<file path="config.mk">
export PLATFORM = sky130hd
export DESIGN_NAME = alu_uart_ctrl
export DESIGN_NICKNAME = d
export VERILOG_FILES = /design/src/rtl/alu_uart_ctrl.sv
export SDC_FILE = /design/constraint.sdc
export NUM_CORES = 1
export LEC_CHECK = 0
export ABC_AREA = 1
export CAP_MARGIN = 40
export CORE_ASPECT_RATIO = 0.9
export CORE_MARGIN = 2
export CORE_UTILIZATION = 54
export CTS_CLUSTER_SIZE = 10
export DETAILED_ROUTE_END_ITERATION = 10
export DONT_BUFFER_PORTS = 1
export GPL_ROUTABILITY_DRIVEN = 0
export PLACE_DENSITY = 0.73
export SLEW_MARGIN = 15
export SYNTH_ARGS = -nofsm -noshare
export SYNTH_HDL_FRONTEND = slang
export SYNTH_SLANG_ARGS = --single-unit
</file>
<file path="constraint.sdc">
create_clock -name i_clk -period 1.2 [get_ports i_clk]
set_clock_uncertainty 0.05 [all_clocks]
set_input_delay 0.18 -clock i_clk [delete_from_list [all_inputs] [get_ports i_clk]]
set_output_delay 0.18 -clock i_clk [all_outputs]
set_load 0.01 [all_outputs]
</file>
<file path="src/rtl/alu_uart_ctrl.sv">
// rtl/alu_uart_ctrl.sv - UART byte sequencer for an ALU: operand A, operand B, opcode in; result byte out.
// Optional opcode screening when ALU_CTRL_OPCODE_CHECK_EN is defined (invalid opcodes answer 0xEE).
module alu_uart_ctrl #(
    parameter int BUS_SIZE = 8,
    parameter int OP_SIZE  = 6
) (
    input  logic                i_clk,
    input  logic                i_reset,
    input  logic [7:0]          i_rx_data,
    input  logic                i_rx_done,
    input  logic                i_tx_done,
    input  logic [BUS_SIZE-1:0] i_alu_result,
    output logic [BUS_SIZE-1:0] o_alu_data_1,
    output logic [BUS_SIZE-1:0] o_alu_data_2,
    output logic [OP_SIZE-1:0]  o_alu_ctrl,
    output logic [7:0]          o_tx_data,
    output logic                o_tx_start,
    output logic                o_busy
);

    typedef enum logic [2:0] {
        WAIT_A,
        WAIT_B,
        WAIT_OP,
        EXEC,
        SEND,
        WAIT_TX
    } state_t;

    state_t state;

`ifdef ALU_CTRL_OPCODE_CHECK_EN
    function automatic logic opcode_valid(input logic [OP_SIZE-1:0] op);
        logic [7:0] ext;
        ext = 8'(op);
        case (ext)
            8'h02, 8'h03, 8'h20, 8'h22, 8'h24, 8'h25, 8'h26, 8'h27: return 1'b1;
            default: return 1'b0;
        endcase
    endfunction
`endif

    always_ff @(posedge i_clk) begin
        if (i_reset) begin
            state        <= WAIT_A;
            o_alu_data_1 <= '0;
            o_alu_data_2 <= '0;
            o_alu_ctrl   <= '0;
            o_tx_data    <= '0;
            o_tx_start   <= 1'b0;
            o_busy       <= 1'b0;
        end else begin
            o_tx_start <= 1'b0;
            case (state)
                WAIT_A: begin
                    if (i_rx_done) begin
                        o_alu_data_1 <= BUS_SIZE'(i_rx_data);
                        o_busy       <= 1'b1;
                        state        <= WAIT_B;
                    end
                end
                WAIT_B: begin
                    if (i_rx_done) begin
                        o_alu_data_2 <= BUS_SIZE'(i_rx_data);
                        state        <= WAIT_OP;
                    end
                end
                WAIT_OP: begin
                    if (i_rx_done) begin
`ifdef ALU_CTRL_OPCODE_CHECK_EN
                        if (opcode_valid(i_rx_data[OP_SIZE-1:0])) begin
                            o_alu_ctrl <= i_rx_data[OP_SIZE-1:0];
                            state      <= EXEC;
                        end else begin
                            // Skip the ALU entirely and report the bad opcode.
                            o_tx_data  <= 8'hEE;
                            o_tx_start <= 1'b1;
                            state      <= SEND;
                        end
`else
                        o_alu_ctrl <= i_rx_data[OP_SIZE-1:0];
                        state      <= EXEC;
`endif
                    end
                end
                EXEC: begin
                    // ALU has seen the registered operands/opcode for a full cycle.
                    o_tx_data  <= 8'(i_alu_result);
                    o_tx_start <= 1'b1;
                    state      <= SEND;
                end
                SEND: begin
                    state <= WAIT_TX;
                end
                WAIT_TX: begin
                    if (i_tx_done) begin
                        o_busy <= 1'b0;
                        state  <= WAIT_A;
                    end
                end
                default: begin
                    o_busy <= 1'b0;
                    state  <= WAIT_A;
                end
            endcase
        end
    end

endmodule
</file>
# After elaboration in Yosys (flattened, before gate mapping)
# Index checks and enable logic that the tools add are counted.
# word_totals
ff_bits	35
output_inout_bits	32
elab_cells	33
# op_classes
eq_ne	9
mux	9
bitwise	1
reduce_logical	7
# ops
op	count
$pmux 3 s6	1
$mux 3	4
$ne 2x2->1 const B	4
$eq 3x2->1 const B	2
$eq 3x3->1 const B	2
$reduce_and 2->1	3
$reduce_and 4->1	1
$reduce_or 4->1	1
$eq 3x1->1 const B	1
$logic_not 3->1	1
$mux 1	3
$pmux 1 s3	1
$reduce_and 3->1	1
$not 1->1	1

# Depth between registers and ports, before layout
# depth
word_depth	4
ltp_mapped	9
mapped_depth_nobuf	9

# Least setup slack after synthesis
# OpenSTA, ideal clock, no wires.
# synth_timing
path_type	flip-flop to flip-flop
from	register state[0]
to	register o_alu_data_1[5]
setup_ns	0.119
arrival_ns	0.935
t_required_ns	1.031
setup_slack_ns	0.096
stages_incl_launch_ff	6
n_path_buf	1
period_less_slack_ns	1.104
cell_sequence	dfxtp_1 -> nor2_2 -> nand3_2 -> buf_6 -> o21ai_0 -> a21oi_1
# synth_via
elab_chain_cells	2
# synth_lines
element	line	source
start, declared	30	state_t state;
start signal, assigned	45	state <= WAIT_A;
start signal, assigned	59	state <= WAIT_B;
start signal, assigned	65	state <= WAIT_OP;
$logic_not 3->1	54	case (state)
$reduce_and 2->1 (no source line)	-	
end signal, assigned	57	o_alu_data_1 <= BUS_SIZE'(i_rx_data);
end, declared	13	output logic [BUS_SIZE-1:0] o_alu_data_1,
# Every way passes these cells.
# A chain may end at the register's enable or synchronous reset.

# Worst setup path in the final report
# layout_timing
from	register state[1]
to	register o_tx_data[2]
# layout_via
elab_chain_cells	1
# layout_lines
element	line	source
$eq 3x2->1	54	
end signal, assigned	88	o_tx_data <= 8'(i_alu_result);
end, declared	16	output logic [7:0] o_tx_data,
# Every way passes these cells.

==> metrics <==
switching power total=~1.7 mW; final routed wire length divided by cell count=about 15 um; DRC violation total after the first TritonRoute iteration=26; largest fanout on the critical path=6; width of the die=56.3 um; Area Growth Syn to Fin=37.5%; worst reg2reg startpoint=state[1]; area post-placement=1420 um2; clock latency on the worst-skew pair=350 ps; hold path startpoint=i_rx_done; highest attainable clock frequency=799 MHz; Final Instance Area=1830 um2; top-level port count=52; Cell Count Post-Placement=204; Final period util=104%; detailed-placement wirelength estimate=1990 um; Overflow after GRT=0; run status=finished, violations left; core outline area=about 2400 um2; number of antenna cells inserted=0; flop and latch count out of synthesis=35; worst setup slack after placement=-11.1 ps; Non-Filler Instances=236; Internal=2.43 mW; clock buffer count from CTS=5; Die Y=51.1 um; antenna violations before repair=0; Clock transition at path regs=110 ps; overall die area=2880 um2; DRC violation count after routing=0; CTS root buf=sky130_fd_sc_hd__clkbuf_4; first-pass GRT wire length=slightly above 5000 um; depth of the worst register-to-register path=6; via count of the first global-routing pass=~1200; Final Hold Fails=0; pin count of the biggest net entering global routing=33; cell type with the largest total area after synthesis=sky130_fd_sc_hd__dfxtp_1; Layout fillers=175; crit path launch type=flop; relative contribution of combinational cells to total power=40.1%; Final Slew Violations=0; Mapped Cells=170; min setup slack post-route=-52.2 ps; proportion of power drawn by the clock network=15.3%; critical path endpoint category=flop; GRT Total Usage=23.9%; CTS sink count=35; relative slew slack=~75%; worst setup slack for register-to-register paths=-50 ps; CTS tree=built; count of maximum capacitance violations=0; final wirelength=3640 um; number of failing setup endpoints in the final timing report=8; slew at the pin closest to its max-slew limit=379 ps; unrepaired setup endpoints after global routing=yes; nets in the synthesized netlist=190; switch share=40.9%; cells taking the most area after synthesis=sky130_fd_sc_hd__dfxtp_1 53%, sky130_fd_sc_hd__nor2_1 13%, sky130_fd_sc_hd__o21ai_0 12%; Hold Path Class=in -> reg; post-detailed-route count of antenna-violating nets=0; capture instance of the worst register-to-register path=o_tx_data[2]; mean instance size in the synthesized netlist=7.82 um2; worst hold stages=2; Core Rows=17; register area=707 um2; worst-case vdd ir drop=about 1.7 mV; destination of the worst hold path=o_alu_data_1[5]; post-synthesis sequential area ratio=52.7%; iteration count of the initial detailed-routing pass=4; share of layout cells above drive strength 1=26.4%; violations in the final reports=setup timing; area of the multi-input gates=638 um2; CTS H-tree depth=2; final net count=227; Worst EP arrival=1480 ps; count of cell types in the netlist=16; Initial Utilization=55.3%; minimum clock period=1250 ps; Netlist Area Pre-Place=roughly 1300 um2; power share of the sequential group=44.5%; WS Path Type=reg -> reg; Synth Warn #=0; Via-to-Cell Ratio=5.40; IO buf count=0; fraction of post-synthesis cell area in the top cell type by area=between 50% and 60%; final core utilization=approximately 76%; largest buffer count on any clock path=2; Static Leakage=0.787 nW; via total after detailed routing=between 1000 and 1500; PwrDens=2250 nW/um2; worst path required time=1430 ps
[per-stage QoR]
stage	TNS, ps	hold WS, ps	power (mW)
2_1_floorplan	0	199	2.52
3_3_place_gp	0	203	2.81
3_5_place_dp	-11.6	202	2.85
4_1_cts	0	88.0	3.59
5_1_grt	-1520	31.2	4.37
6_report	-98.4	29.9	4.11
[worst max-delay path, stage by stage (launching register included)]
cell,delay (ps)
sky130_fd_sc_hd__dfxtp_4,400
sky130_fd_sc_hd__buf_6,130
sky130_fd_sc_hd__nand2_4,60
sky130_fd_sc_hd__nor2_4,180
sky130_fd_sc_hd__buf_6,150
sky130_fd_sc_hd__o21ai_0,100
sky130_fd_sc_hd__nor2_1,120
[cell families (layout without fill, tap and decap cells)]
logic type             Yosys count  in the layout  synth area share (%)
and+or+nand+nor                 70             71                  24.2
buffers and inverters           22             59                  6.87
AOI/OAI and AO/OA               43             43                  16.3
DFF                             35             35                  52.7
[Yosys cell counts]
master                      n
sky130_fd_sc_hd__nand3_1    4
sky130_fd_sc_hd__nand2_1    8
sky130_fd_sc_hd__clkbuf_1   2
sky130_fd_sc_hd__o21ai_0   32
sky130_fd_sc_hd__a21oi_1   10
sky130_fd_sc_hd__dfxtp_1   35
sky130_fd_sc_hd__a31oi_1    1
sky130_fd_sc_hd__nand2_2    2
sky130_fd_sc_hd__buf_2      1
sky130_fd_sc_hd__nand3_2    3
sky130_fd_sc_hd__inv_2      6
sky130_fd_sc_hd__inv_1     12
sky130_fd_sc_hd__nor2_4     3
sky130_fd_sc_hd__nor2_2     3
sky130_fd_sc_hd__buf_6      1
sky130_fd_sc_hd__nor2_1    47
[power groups by stage]
stage | Sequential (mW) | Clock, mW | Combinational (mW)
5_1_grt | 1.86 | 0.675 | 1.83
3_5_place_dp | 1.81 | 0 | 1.05
6_report | 1.83 | 0.630 | 1.65
3_3_place_gp | 1.80 | 0 | 1.01
4_1_cts | 1.79 | 0.643 | 1.16
2_1_floorplan | 1.77 | 0 | 0.753
[registers in the layout (all words and copies together), names as in the netlist]
signal / count
o_alu_data_1: 8
o_alu_data_2: 8
o_tx_data: 8
o_alu_ctrl: 6
state: 3
o_busy: 1
o_tx_start: 1
[worst max path at each step]
stage               startpoint              end  depth (start not counted)
CTS                   state[2]    o_alu_ctrl[4]                          7
floorplan             state[0]  o_alu_data_1[5]                          5
detailed placement    state[0]         state[1]                         10
global placement      state[0]  o_alu_data_2[3]                          6
finish                state[1]     o_tx_data[2]                          6
global route          state[1]     o_tx_data[2]                          6
[per-layer routing]
layer  vias up  share of wire, %  wire [um]  global-route usage [%]
met5         -                 0          0                       0
met4         0               3.9        143                    16.7
met3        16               6.7        242                    7.59
met2        49                49       1780                    39.2
met1       580                40       1470                    26.6
li1        630                 -          -                       -
[layout by cell type (no fill, tap or decap)]
cell and count:
sky130_fd_sc_hd__nand2_2 3, sky130_fd_sc_hd__nand3_1 3, sky130_fd_sc_hd__clkinv_2 1, sky130_fd_sc_hd__o21ai_2 1
sky130_fd_sc_hd__nor2_2 3, sky130_fd_sc_hd__clkbuf_1 1, sky130_fd_sc_hd__a31oi_1 1, sky130_fd_sc_hd__dfxtp_2 2
sky130_fd_sc_hd__nand2_1 3, sky130_fd_sc_hd__a21oi_2 1, sky130_fd_sc_hd__nor2_4 6, sky130_fd_sc_hd__nand2_4 4
sky130_fd_sc_hd__inv_1 11, sky130_fd_sc_hd__dlygate4sd3_1 18, sky130_fd_sc_hd__a21oi_1 9, sky130_fd_sc_hd__inv_2 2
sky130_fd_sc_hd__buf_6 6, sky130_fd_sc_hd__dfxtp_4 1, sky130_fd_sc_hd__inv_4 5, sky130_fd_sc_hd__buf_4 9
sky130_fd_sc_hd__clkbuf_4 5, sky130_fd_sc_hd__nand3_2 2, sky130_fd_sc_hd__nand3_4 3, sky130_fd_sc_hd__clkinvlp_4 1
sky130_fd_sc_hd__o21ai_1 9, sky130_fd_sc_hd__o21ai_0 22, sky130_fd_sc_hd__dfxtp_1 32, sky130_fd_sc_hd__nor2_1 44
[what timing repair did]
| item | in CTS | in global routing |
|---|---|---|
| pin swaps | 1 | 10 |
| hold buffers | 18 | 0 |
| endpoints found under the hold margin | 33 | 0 |
| setup buffers | 2 | 3 |
| endpoints found under the setup margin | 15 | 33 |
| gates resized for setup | 4 | 43 |
| gates cloned | 0 | 1 |
[cell type report]
class                   instances  area share [%]
multi-input cells             114            34.9
well taps                      28            1.92
inverters                      18            4.38
clock buffers                   6            2.26
clock inverters                 2           0.684
repair buffers                 33            17.2
flip-flops and latches         35            38.6
Note: power is estimated with default switching activity, not from simulation.
